`config.mk`:
```
export PLATFORM = sky130hd
export DESIGN_NAME = led_pattern_engine_flat
export DESIGN_NICKNAME = d
export VERILOG_FILES = /design/src/rtl/led_pattern_pkg.sv /design/src/rtl/led_pattern_engine_if.sv /design/src/rtl/led_channel.sv /design/src/rtl/led_pattern_engine.sv /design/src/flat_wrapper.sv
export SDC_FILE = /design/constraint.sdc
export NUM_CORES = 1
export LEC_CHECK = 0
export ABC_CLOCK_PERIOD_IN_PS = 2450
export CORE_MARGIN = 5
export CORE_UTILIZATION = 58
export DETAILED_ROUTE_END_ITERATION = 6
export PLACE_DENSITY = 0.83
export SYNTH_ARGS = -nofsm -noshare
export SYNTH_HDL_FRONTEND = slang
export SYNTH_SLANG_ARGS = --single-unit
export TNS_END_PERCENT = 100
```
`constraint.sdc`:
```
create_clock -name clk_27m -period 2.45 [get_ports clk_27m]
set_input_delay 0.245 -clock clk_27m [delete_from_list [all_inputs] [get_ports clk_27m]]
set_output_delay 0.245 -clock clk_27m [all_outputs]
set_load 0.005 [all_outputs]
```
`src/rtl/led_pattern_pkg.sv`:
```
// Shared mode encoding and helpers for the LED pattern engine.
package led_pattern_pkg;

  typedef logic [2:0] mode_t;

  localparam mode_t MODE_OFF     = 3'd0;
  localparam mode_t MODE_ON      = 3'd1;
  localparam mode_t MODE_BLINK   = 3'd2;
  localparam mode_t MODE_PWM     = 3'd3;
  localparam mode_t MODE_BREATHE = 3'd4;
  localparam mode_t MODE_COUNT   = 3'd5;

  function automatic logic mode_legal(input mode_t mode);
    return mode <= MODE_COUNT;
  endfunction

endpackage

```
`src/rtl/led_pattern_engine_if.sv`:
```
// Channel configuration write port: valid/ready request plus reject pulse.
interface led_pattern_engine_if #(
  parameter int unsigned CH_W     = 3,
  parameter int unsigned PWM_BITS = 8
);
  import led_pattern_pkg::*;

  logic                cfg_valid;
  logic                cfg_ready;
  logic [CH_W-1:0]     cfg_ch;
  mode_t               cfg_mode;
  logic [PWM_BITS-1:0] cfg_arg;
  logic                cfg_err;

  modport master (
    output cfg_valid, cfg_ch, cfg_mode, cfg_arg,
    input  cfg_ready, cfg_err
  );

  modport slave (
    input  cfg_valid, cfg_ch, cfg_mode, cfg_arg,
    output cfg_ready, cfg_err
  );

endinterface

```
`src/rtl/led_channel.sv`:
```
// One LED channel: holds mode/arg and blink/breathe state, produces the next LED value.
module led_channel
  import led_pattern_pkg::*;
#(
  parameter int unsigned PWM_BITS = 8
) (
  input  logic                clk_27m,
  input  logic                rst_n,
  input  logic                i_tick,
  input  logic [PWM_BITS-1:0] i_pwm_cnt,
  input  logic                i_cnt_bit,
  input  logic                i_wr,
  input  mode_t               i_mode,
  input  logic [PWM_BITS-1:0] i_arg,
  output logic                o_led_nxt
);

  localparam logic [PWM_BITS-1:0] LevelMax = '1;

  mode_t               r_mode,   w_mode;
  logic [PWM_BITS-1:0] r_arg,    w_arg;
  logic [PWM_BITS-1:0] r_phase,  w_phase;
  logic [PWM_BITS-1:0] r_level,  w_level;
  logic                r_dir_dn, w_dir_dn;
  logic                r_blink,  w_blink;
  logic                w_wrap;

  assign w_wrap = (r_phase == r_arg);

  always_comb begin
    w_mode   = r_mode;
    w_arg    = r_arg;
    w_phase  = r_phase;
    w_level  = r_level;
    w_dir_dn = r_dir_dn;
    w_blink  = r_blink;
    // A write in the same cycle as a tick wins; the tick is dropped for this channel.
    if (i_wr) begin
      w_mode   = i_mode;
      w_arg    = i_arg;
      w_phase  = '0;
      w_level  = '0;
      w_dir_dn = 1'b0;
      w_blink  = 1'b0;
    end else if (i_tick) begin
      w_phase = w_wrap ? '0 : r_phase + 1'b1;
      if (w_wrap && r_mode == MODE_BLINK) begin
        w_blink = ~r_blink;
      end
      if (w_wrap && r_mode == MODE_BREATHE) begin
        if (!r_dir_dn) begin
          if (r_level == LevelMax) begin
            w_dir_dn = 1'b1;
            w_level  = r_level - 1'b1;
          end else begin
            w_level  = r_level + 1'b1;
          end
        end else if (r_level == '0) begin
          w_dir_dn = 1'b0;
        end else begin
          w_level  = r_level - 1'b1;
        end
      end
    end
  end

  always_ff @(posedge clk_27m or negedge rst_n) begin
    if (!rst_n) begin
      r_mode   <= MODE_OFF;
      r_arg    <= '0;
      r_phase  <= '0;
      r_level  <= '0;
      r_dir_dn <= 1'b0;
      r_blink  <= 1'b0;
    end else begin
      r_mode   <= w_mode;
      r_arg    <= w_arg;
      r_phase  <= w_phase;
      r_level  <= w_level;
      r_dir_dn <= w_dir_dn;
      r_blink  <= w_blink;
    end
  end

  always_comb begin
    o_led_nxt = 1'b0;
    case (r_mode)
      MODE_ON:      o_led_nxt = 1'b1;
      MODE_BLINK:   o_led_nxt = r_blink;
      MODE_PWM:     o_led_nxt = (i_pwm_cnt < r_arg);
      MODE_BREATHE: o_led_nxt = (i_pwm_cnt < r_level);
      MODE_COUNT:   o_led_nxt = i_cnt_bit;
      default:      o_led_nxt = 1'b0;
    endcase
  end

endmodule

```
`src/rtl/led_pattern_engine.sv`:
```
// Multi-channel LED driver: shared tick prescaler, PWM and binary counters, config handshake,
// per-channel pattern generators and a registered LED output.
module led_pattern_engine
  import led_pattern_pkg::*;
#(
  parameter int unsigned CLOCK_FREQ = 27000000,
  parameter int unsigned TICK_HZ    = 1000,
  parameter int unsigned N_LED      = 6,
  parameter int unsigned PWM_BITS   = 8
) (
  input  logic                 clk_27m,
  input  logic                 rst_n,
  led_pattern_engine_if.slave  cfg,
  output logic                 o_tick,
  output logic [N_LED-1:0]     o_led
);

  localparam int unsigned TICK_DIV = CLOCK_FREQ / TICK_HZ;
  localparam int unsigned PRESC_W  = (TICK_DIV > 2) ? $clog2(TICK_DIV) : 1;
  localparam int unsigned CH_W     = (N_LED > 1) ? $clog2(N_LED) : 1;
  localparam logic [PRESC_W-1:0] PrescLast = PRESC_W'(TICK_DIV - 1);

  if (TICK_DIV < 2) begin : g_bad_tick_div
    $error("led_pattern_engine: CLOCK_FREQ/TICK_HZ must be at least 2");
  end
  if (N_LED < 1 || N_LED > 16) begin : g_bad_n_led
    $error("led_pattern_engine: N_LED must be in 1..16");
  end
  if (PWM_BITS < 2 || PWM_BITS > 12) begin : g_bad_pwm_bits
    $error("led_pattern_engine: PWM_BITS must be in 2..12");
  end

  logic [PRESC_W-1:0]  r_presc;
  logic [PWM_BITS-1:0] r_pwm_cnt;
  logic [N_LED-1:0]    r_shared;
  logic                r_ready;
  logic                r_err;
  logic                r_wr_stb;
  logic [CH_W-1:0]     r_wr_ch;
  mode_t               r_wr_mode;
  logic [PWM_BITS-1:0] r_wr_arg;
  logic [N_LED-1:0]    r_led;

  logic                w_tick;
  logic                w_accept;
  logic                w_legal;
  logic [N_LED-1:0]    w_led_nxt;

  assign w_tick   = (r_presc == PrescLast);
  assign w_accept = cfg.cfg_valid && r_ready;
  assign w_legal  = mode_legal(cfg.cfg_mode) && (32'(cfg.cfg_ch) < N_LED);

  assign o_tick        = w_tick;
  assign o_led         = r_led;
  assign cfg.cfg_ready = r_ready;
  assign cfg.cfg_err   = r_err;

  always_ff @(posedge clk_27m or negedge rst_n) begin
    if (!rst_n) begin
      r_presc   <= '0;
      r_pwm_cnt <= '0;
      r_shared  <= '0;
    end else begin
      r_presc   <= w_tick ? '0 : r_presc + 1'b1;
      r_pwm_cnt <= r_pwm_cnt + 1'b1;
      if (w_tick) begin
        r_shared <= r_shared + 1'b1;
      end
    end
  end

  // Accepted writes are captured here and committed to the channel on the following edge,
  // which is why ready drops for exactly one cycle after each accept.
  always_ff @(posedge clk_27m or negedge rst_n) begin
    if (!rst_n) begin
      r_ready   <= 1'b0;
      r_err     <= 1'b0;
      r_wr_stb  <= 1'b0;
      r_wr_ch   <= '0;
      r_wr_mode <= MODE_OFF;
      r_wr_arg  <= '0;
    end else begin
      r_ready  <= ~w_accept;
      r_err    <= w_accept && !w_legal;
      r_wr_stb <= w_accept && w_legal;
      if (w_accept) begin
        r_wr_ch   <= cfg.cfg_ch;
        r_wr_mode <= cfg.cfg_mode;
        r_wr_arg  <= cfg.cfg_arg;
      end
    end
  end

  for (genvar i = 0; i < N_LED; i++) begin : g_ch
    led_channel #(
      .PWM_BITS (PWM_BITS)
    ) u_channel (
      .clk_27m   (clk_27m),
      .rst_n     (rst_n),
      .i_tick    (w_tick),
      .i_pwm_cnt (r_pwm_cnt),
      .i_cnt_bit (r_shared[i]),
      .i_wr      (r_wr_stb && (r_wr_ch == CH_W'(i))),
      .i_mode    (r_wr_mode),
      .i_arg     (r_wr_arg),
      .o_led_nxt (w_led_nxt[i])
    );
  end

  always_ff @(posedge clk_27m or negedge rst_n) begin
    if (!rst_n) begin
      r_led <= '0;
    end else begin
      r_led <= w_led_nxt;
    end
  end

endmodule

```
`src/flat_wrapper.sv`:
```
// flat-port wrapper written by rule: the top's interface ports become plain ports
module led_pattern_engine_flat import led_pattern_pkg::*;
#(
  parameter int unsigned CLOCK_FREQ = 27000000,
  parameter int unsigned TICK_HZ    = 1000,
  parameter int unsigned N_LED      = 6,
  parameter int unsigned PWM_BITS   = 8
)
  (clk_27m, rst_n, o_tick, o_led, cfg_cfg_valid, cfg_cfg_ch, cfg_cfg_mode, cfg_cfg_arg, cfg_cfg_ready, cfg_cfg_err);
  led_pattern_engine_if #(.CH_W((3)), .PWM_BITS(PWM_BITS)) cfg_i ();
  input  logic clk_27m;
  input  logic rst_n;
  output logic o_tick;
  output logic [N_LED-1:0] o_led;
  input wire logic [$bits(cfg_i.cfg_valid)-1:0] cfg_cfg_valid;
  input wire logic [$bits(cfg_i.cfg_ch)-1:0] cfg_cfg_ch;
  input wire logic [$bits(cfg_i.cfg_mode)-1:0] cfg_cfg_mode;
  input wire logic [$bits(cfg_i.cfg_arg)-1:0] cfg_cfg_arg;
  output wire logic [$bits(cfg_i.cfg_ready)-1:0] cfg_cfg_ready;
  output wire logic [$bits(cfg_i.cfg_err)-1:0] cfg_cfg_err;
  assign cfg_i.cfg_valid = cfg_cfg_valid;
  assign cfg_i.cfg_ch = cfg_cfg_ch;
  assign cfg_i.cfg_mode = cfg_cfg_mode;
  assign cfg_i.cfg_arg = cfg_cfg_arg;
  assign cfg_cfg_ready = cfg_i.cfg_ready;
  assign cfg_cfg_err = cfg_i.cfg_err;
  led_pattern_engine #(.CLOCK_FREQ(CLOCK_FREQ), .TICK_HZ(TICK_HZ), .N_LED(N_LED), .PWM_BITS(PWM_BITS)) u_core (.clk_27m(clk_27m), .rst_n(rst_n), .cfg(cfg_i), .o_tick(o_tick), .o_led(o_led));
endmodule
```
==> results.sh <==
export IMPL_die_w_um=164
export IMPL_r2r_start="u_core.r_presc[3]$_DFF_PN0_"
export IMPL_overflow=0
export IMPL_syn_inst=1555
export IMPL_via_per_inst=6.13
export IMPL_clock_sinks=226
export IMPL_routed_wirelength_mm=35.5
export IMPL_nets=1744
export IMPL_status="finished clean"
export IMPL_hpwl_mm=23.8
export IMPL_cts_made_buffers=26
export IMPL_drive_above_1_share_pct=9.61
export IMPL_startpoint_type="flip-flop"
export IMPL_cap_viol_max_count=0
export IMPL_path_clk_slew_ns=0.06
export IMPL_cp_arrival_ns=2.76
export IMPL_synth_seq_cells=226
export IMPL_fmax_mhz=434
export IMPL_path_class="reg2reg"
export IMPL_dr_pass1_iters=5
export IMPL_instances_no_fill=1953
export IMPL_syn_num_nets=1683
export IMPL_area_delta_synth_final_pct=14.2
export IMPL_grt_start_max_net_pins=82
export IMPL_grt_pass1_vias=11900
export IMPL_numPortBuffers=25
export IMPL_grt_pass1_wl_mm=58.7
export IMPL_fill_cells=1773
export IMPL_synth_top_cell_area_share_pct=41.0
export IMPL_ioPinCount=26
export IMPL_hold_class="in2async"
export IMPL_cp_max_fo=13
export IMPL_synth_top_cell_by_area="dfrtp_1"
export IMPL_relSlewSlack_pct=47.9
export IMPL_worst_pin_slew_ns=0.780
export IMPL_syn_area_per_cell_um2=8.86
export IMPL_async_reset_ff_share_pct=100
export IMPL_core_area_um2=23400
export IMPL_drcViolationCount=0
export IMPL_final_antenna_net_count=0
export IMPL_r2r_end="u_core.g_ch[0].u_channel.r_level[3]$_DFFE_PN0P_"
export IMPL_synth_most_common_cell="dfrtp_1"
export IMPL_cp_end_kind="flip-flop"
export IMPL_reg2reg_depth=6
export IMPL_std_cell_rows=56
export IMPL_seq_area_frac_synth_pct=41.0
export IMPL_ys_types=57
export IMPL_synth_ff_type="dfrtp_1"
export IMPL_dp_slack_ns=-0.192
export IMPL_diodes=0
export IMPL_hold_viol=0
export IMPL_fin_tns_setup_ns=0
export IMPL_clock_path_buffers=3
export IMPL_cts_htree_levels=1
export IMPL_clock_latency_ns=0.54
export IMPL_rsz0062_at_grt="no"
export IMPL_worst_slack_ns=0.148
export IMPL_drtIter0Drc=1190
export IMPL_clockRootBuffer="clkbuf_16"
export IMPL_ys_warnings_count=0
export IMPL_synth_edf_count=0
export IMPL_cts_tree="yes"
export IMPL_maxSlewViolCount=0
export IMPL_initial_core_util_pct=58.9
export IMPL_r2r_slack_ns=0.15
export IMPL_setup_violations=0
export IMPL_syn_area_um2=13800
export IMPL_pwr_density_cell_nw_per_um2=722
export IMPL_utilization_pct=67.3
export IMPL_wire_per_inst_um=18.2
export IMPL_track_usage_pct=26.4
export IMPL_yosys_top_cells_count="dfrtp_1, nand2_1, a21oi_1"
export IMPL_fin_worst_skew_ns=0.0186
export IMPL_fin_crit_sh_pct=94.0
export IMPL_vdd_drop_max_mv=0.716
export IMPL_die_h_um=164
export IMPL_via_count=12000
export IMPL_required_ns=2.91
export IMPL_finalWeightedCongestion=0.924
export IMPL_grt_antenna_before_repair=0
export IMPL_placedCellCount=1897
export IMPL_min_period_ns=2.30
export IMPL_synth_area_leaders="dfrtp_1, ha_1, nand2_1, a21oi_1, o21ai_0"
export IMPL_die_area_um2=26900
export IMPL_p_leak_nw=7.10
-- cells by family (layout without fill, tap and decap cells) --
logic type | Yosys count | after routing | share of synthesized area (%)
multiplexers | 30 | 30 | 2.35
buffers and inverters | 155 | 234 | 4.29
flip-flops | 226 | 226 | 41.0
adder cells (fa/ha/maj) | 111 | 111 | 10.1
XOR/XNOR | 91 | 91 | 5.78
AO/OA/AOI/OAI | 327 | 327 | 13.7
AND/OR/NAND/NOR | 615 | 615 | 22.7
-- cell usage in the layout (no fill, tap or decap), types with 23 or more instances in the layout --
cell               n
nand2_1          194
or3_1             27
buf_4             60
nor2_1           109
dfrtp_1          226
nand3b_1          30
inv_1             98
o21ai_0          119
nor3_1            28
clkdlybuf4s50_1   23
nand4_1           26
a21oi_1          122
and3_1            38
nand3_1           53
ha_1             110
xnor2_1           65
xor2_1            26
clkbuf_16         27
-- worst max path at each step --
stage                                                                from                                         endpoint  slack, ns  cells past startpoint
after floorplan           u_core.g_ch[0].u_channel.r_level[0]$_DFFE_PN0P_  u_core.g_ch[0].u_channel.r_level[3]$_DFFE_PN0P_       0.28                      7
after global placement                        u_core.r_presc[0]$_DFF_PN0_  u_core.g_ch[0].u_channel.r_level[3]$_DFFE_PN0P_      -0.06                      7
after detailed placement                      u_core.r_presc[0]$_DFF_PN0_  u_core.g_ch[0].u_channel.r_level[3]$_DFFE_PN0P_      -0.19                      7
after CTS                                     u_core.r_presc[1]$_DFF_PN0_  u_core.g_ch[2].u_channel.r_level[4]$_DFFE_PN0P_       0.01                      8
after global routing      u_core.g_ch[4].u_channel.r_level[3]$_DFFE_PN0P_  u_core.g_ch[4].u_channel.r_level[1]$_DFFE_PN0P_       0.03                      6
final                                         u_core.r_presc[3]$_DFF_PN0_  u_core.g_ch[0].u_channel.r_level[3]$_DFFE_PN0P_       0.15                      6
-- cell type report --
class | instances | area [um2] | share of cell area, %
Clock buffer | 35 | 756 | 4.80
Clock inverter | 11 | 120 | 0.763
Inverter | 98 | 368 | 2.34
Multi-Input combinational cell | 1174 | 7640 | 48.5
Sequential cell | 226 | 5660 | 35.9
Tap cell | 319 | 399 | 2.54
Timing Repair Buffer | 90 | 807 | 5.13
-- where the power goes --
part / total, mW / internal, mW / switching (mW)
clock: 3.97 / 2.37 / 1.60
sequential: 4.98 / 4.30 / 0.683
combinational: 2.41 / 1.08 / 1.32
-- sequential cells by signal, indices dropped and copies added (netlist names) --
name	flops
u_core.cfg.cfg_err	1
u_core.g_ch.u_channel.r_phase	48
u_core.g_ch.u_channel.r_mode	18
u_core.r_presc	15
u_core.o_led	6
u_core.r_wr_arg	8
u_core.g_ch.u_channel.r_arg	48
u_core.g_ch.u_channel.r_dir_dn	6
u_core.r_shared	6
u_core.r_pwm_cnt	8
u_core.g_ch.u_channel.r_blink	6
u_core.g_ch.u_channel.r_level	48
u_core.r_wr_ch	3
u_core.r_wr_stb	1
u_core.cfg.cfg_ready	1
u_core.r_wr_mode	3
-- worst max-delay path, cell delays in order (launching register included) --
cell     delay, ns
dfrtp_1       0.41
nor4b_4       0.36
nand4_4       0.26
nor4_4        0.39
o31ai_2       0.23
or4_1         0.51
nand2_1       0.07
-- timing repair --
item                       in CTS  in global routing
gates cloned                    1                  0
pin swaps                       2                  3
setup endpoints to repair      23                 28
resized for setup               9                  8
buffers inserted                3                  5
hold buffers                    1                  0
hold endpoints to repair       75                  0
-- metal layers --
metal	global-route usage (%)	up-vias	share of wire, %
li1	-	5604	-
met2	45.0	425	49
met1	34.6	5843	41
met3	4.24	91	7.0
met4	8.62	0	2.9
met5	0	-	0
-- through the flow --
step	hold WS [ns]	instance area (um2)	power (mW)
2_1_floorplan	-0.0506	13800	6.53
3_3_place_gp	0.275	14700	7.21
3_5_place_dp	0.282	14700	7.35
4_1_cts	0.316	15700	11.3
5_1_grt	0.319	15700	11.9
6_report	0.282	15700	11.4
No activity file was read; power rests on OpenSTA's default activity.
==> edit: new RTL, same flow settings <==
`PWM_BITS` is set to 8 in 4 places; all go to 12.
--- a/src/rtl/led_pattern_engine_if.sv
+++ b/src/rtl/led_pattern_engine_if.sv
@@ -1,7 +1,7 @@
 // Channel configuration write port: valid/ready request plus reject pulse.
 interface led_pattern_engine_if #(
   parameter int unsigned CH_W     = 3,
-  parameter int unsigned PWM_BITS = 8
+  parameter int unsigned PWM_BITS = 12
 );
   import led_pattern_pkg::*;
 
--- a/src/rtl/led_channel.sv
+++ b/src/rtl/led_channel.sv
@@ -2,7 +2,7 @@
 module led_channel
   import led_pattern_pkg::*;
 #(
-  parameter int unsigned PWM_BITS = 8
+  parameter int unsigned PWM_BITS = 12
 ) (
   input  logic                clk_27m,
   input  logic                rst_n,
--- a/src/rtl/led_pattern_engine.sv
+++ b/src/rtl/led_pattern_engine.sv
@@ -6,7 +6,7 @@
   parameter int unsigned CLOCK_FREQ = 27000000,
   parameter int unsigned TICK_HZ    = 1000,
   parameter int unsigned N_LED      = 6,
-  parameter int unsigned PWM_BITS   = 8
+  parameter int unsigned PWM_BITS   = 12
 ) (
   input  logic                 clk_27m,
   input  logic                 rst_n,
--- a/src/flat_wrapper.sv
+++ b/src/flat_wrapper.sv
@@ -4,7 +4,7 @@
   parameter int unsigned CLOCK_FREQ = 27000000,
   parameter int unsigned TICK_HZ    = 1000,
   parameter int unsigned N_LED      = 6,
-  parameter int unsigned PWM_BITS   = 8
+  parameter int unsigned PWM_BITS   = 12
 )
   (clk_27m, rst_n, o_tick, o_led, cfg_cfg_valid, cfg_cfg_ch, cfg_cfg_mode, cfg_cfg_arg, cfg_cfg_ready, cfg_cfg_err);
   led_pattern_engine_if #(.CH_W((3)), .PWM_BITS(PWM_BITS)) cfg_i ();
Interface: changed (resized cfg_cfg_arg); port bits go from 26 to 30. No check against the original RTL was run, so the function may have changed too.
==> edit against the original RTL <==
  * The flow now finishes with violations (negative setup slack)
  * Count of clock-buffer cells in the layout is 10 higher
  * Worst setup slack worse by 0.45 ns
  * Wire length grew 70%
  * Synthesized area rose by 42%
  * Sequential cell count is 80 higher
  * Total power increased by 39%
  * Design area rose by 50%
  * First-iteration DRC count up 51%
  * Synthesized cell count rose by 43%
  * Via count increased by 56%
  * Sequential share of layout area is 3.4 points lower
  * Clock skew about the same
  * Combinational power rose by 51%
  * Largest cell class unchanged
  * Highest routed layer unchanged
==> edit: results (changes against the original RTL) <==
* Status: finished with violations
* Failing checks: negative setup slack
* Ys flop type: dfrtp_1
* Final setup viols at 134 (+134)
* Top cells by count, synth: dfrtp_1 (306), nand2_1 (284), o21ai_0 (186), ha_1 (159), inv_1 (148)
* Worst-path fanout max at 10 (-3)
* 1st-pass router iterations at 5 (unchanged)
* Vias/cell at 6.558 (+7.1%)
* Synth cell types at 76 (+33%)
* Share of cells above drive strength 1 at 0.1588 (+0.06271)
* Fin nets at 2549 (+46%)
* Clk_skew at 0.01863 ns (+0.00001930 ns)
* Syn nets at 2399 (+43%)
* Worst r2r path cells at 9 (+3)
* H-tree Lvls at 2 (+1)
* Fillers at 2350 (+33%)
* Largest stage delay, worst path at 0.51 ns (about the same)
* Leak at 10.29 nW (+45%)
* Slowest CP cell: or4b_1
* Placement Setup Slack at -0.2760 ns (-0.08421 ns)
* DR iter-0 viols at 1791 (+51%)
* Async SR Flop Fraction at 1.000 (unchanged)
* First-pass GRT wire length at 95.97 mm (+63%)
* Routed len/inst at 21.18 µm (+17%)
* Reg clk slew, reported paths at 0.06 ns (about the same)
* Slew HR at 0.2590 (-0.2197)
* Post-synth EDFFs at 0 (unchanged)
* Crit path DAT at 3.20 ns (+0.44 ns)
* Total CTS buffers at 35 (+35%)
* Peak supply drop at 0.5511 mV (-23%)
* Post-route non-filler standard cell count at 2842 (+46%)
* Seq/Total Area, Yosys at 0.3924 (-0.01799)
* Dpl cells at 2736 (+44%)
* Post-Synthesis Mean Instance Area at 8.795 µm² (-0.77%)
* Top post-synthesis cells by area: dfrtp_1 (39%), ha_1 (10%), nand2_1 (5.5%), xnor2_1 (5.4%), o21ai_0 (4.8%)
* Pin count of the biggest net entering global routing at 75 (-8.5%)
* Crit Reg-Reg Startpoint: u_core.r_presc[3]
* Post-DP HPWL at 37.95 mm (+59%)
* Setup tns final at -14.92 ns (-14.92 ns)
* Placer Congestion at 0.9173 (-0.75%)
* Global-route total usage across every layer at 0.3048 (+0.04059)
* Clock buffer depth at 3 (unchanged)
* Port bufs at 29 (+16%)
* Biggest regs: u_core.g_ch.u_channel.r_arg (72), u_core.g_ch.u_channel.r_level (72), u_core.g_ch.u_channel.r_phase (72)
* Hold WS at 0.2378 ns (-0.04433 ns)
* R2r endpoint: u_core.g_ch[0].u_channel.r_level[11]
* Final WS setup at -0.2994 ns (-0.4469 ns)
* Number of global-route vias before repair at 18750 (+57%)
edit: cell types whose count changed after synthesis, moves of 38 or more:
cell	delta
nand4_1	+38
inv_1	+50
nand2_1	+89
ha_1	+48
o21ai_0	+67
xnor2_1	+56
dfrtp_1	+80
edit: routing by layer:
layer  track usage  share of wire  vias up
met2        0.4992           0.47     1055
met4        0.1647          0.065        0
met5             0              0        -
li1              -              -     8240
met1        0.3868           0.38     9011
met3       0.05288          0.090      333
edit: stage by stage:
step                      instance area, µm²  total power, mW
after floorplan                        19600            8.886
after global placement                 21130            9.890
after detailed placement               21130            10.12
after CTS                              23080            15.60
after global routing                   23550            16.48
final                                  23550            15.78
edit: area by class of cell:
type / count / area (µm²) / share of cell area
Inverter: 149 / 564.3 / 0.02396
Sequential cell: 306 / 7657 / 0.3251
Tap cell: 448 / 560.5 / 0.02380
Antenna cell: 1 / 2.502 / 0.0001062
Clock inverter: 16 / 173.9 / 0.007384
Timing Repair Buffer: 193 / 1963 / 0.08335
Multi-Input combinational cell: 1684 / 11660 / 0.4949
Clock buffer: 45 / 974.7 / 0.04138
edit: cells by family (layout without fill, tap and decap cells):
family / after synthesis / count (layout) / share of synthesized area
buf+inv: 232 / 403 / 0.04520
simple gates: 850 / 853 / 0.2237
xor+xnor: 139 / 139 / 0.06238
flops: 306 / 306 / 0.3924
compound gates: 494 / 494 / 0.1530
fa+ha+maj: 159 / 159 / 0.1019
other cells: 0 / 1 / 0
mux: 39 / 39 / 0.02141
edit: how the worst max path moves through the flow:
stage / startpoint / to / slack, ns
after detailed placement: u_core.r_presc[3] / u_core.g_ch[3].u_channel.r_level[6] / -0.28
final: u_core.r_presc[3] / u_core.g_ch[0].u_channel.r_level[11] / -0.30
after CTS: u_core.r_presc[3] / u_core.g_ch[5].u_channel.r_level[10] / -0.38
after global routing: u_core.r_presc[3] / u_core.g_ch[3].u_channel.r_level[11] / -0.37
after global placement: u_core.r_presc[3] / u_core.g_ch[2].u_channel.r_level[7] / -0.20
after floorplan: u_core.r_presc[3] / u_core.g_ch[5].u_channel.r_level[10] / -0.14
edit: worst register-to-register path, delay by kind of cell, from the launching register on:
kind                   cells  cell delay [ns]
DFF                        1             0.37
buffers and inverters      3             0.48
AOI/OAI and AO/OA          1             0.16
and+or+nand+nor            5             1.66
edit: what timing repair did:
item	in CTS	in global routing
resized for setup	167	84
hold buffers	1	0
cloned	7	2
buffers inserted	24	11
endpoints found under the setup margin	91	159
hold endpoints to repair	67	0
pin swaps	74	26
edit: power by group:
group          internal [mW]  leakage [nW]  switching, mW
sequential              5.82          4.09          0.986
clock                   3.14         0.576           2.19
combinational           1.58          5.62           2.07
total                   10.5          10.3           5.24
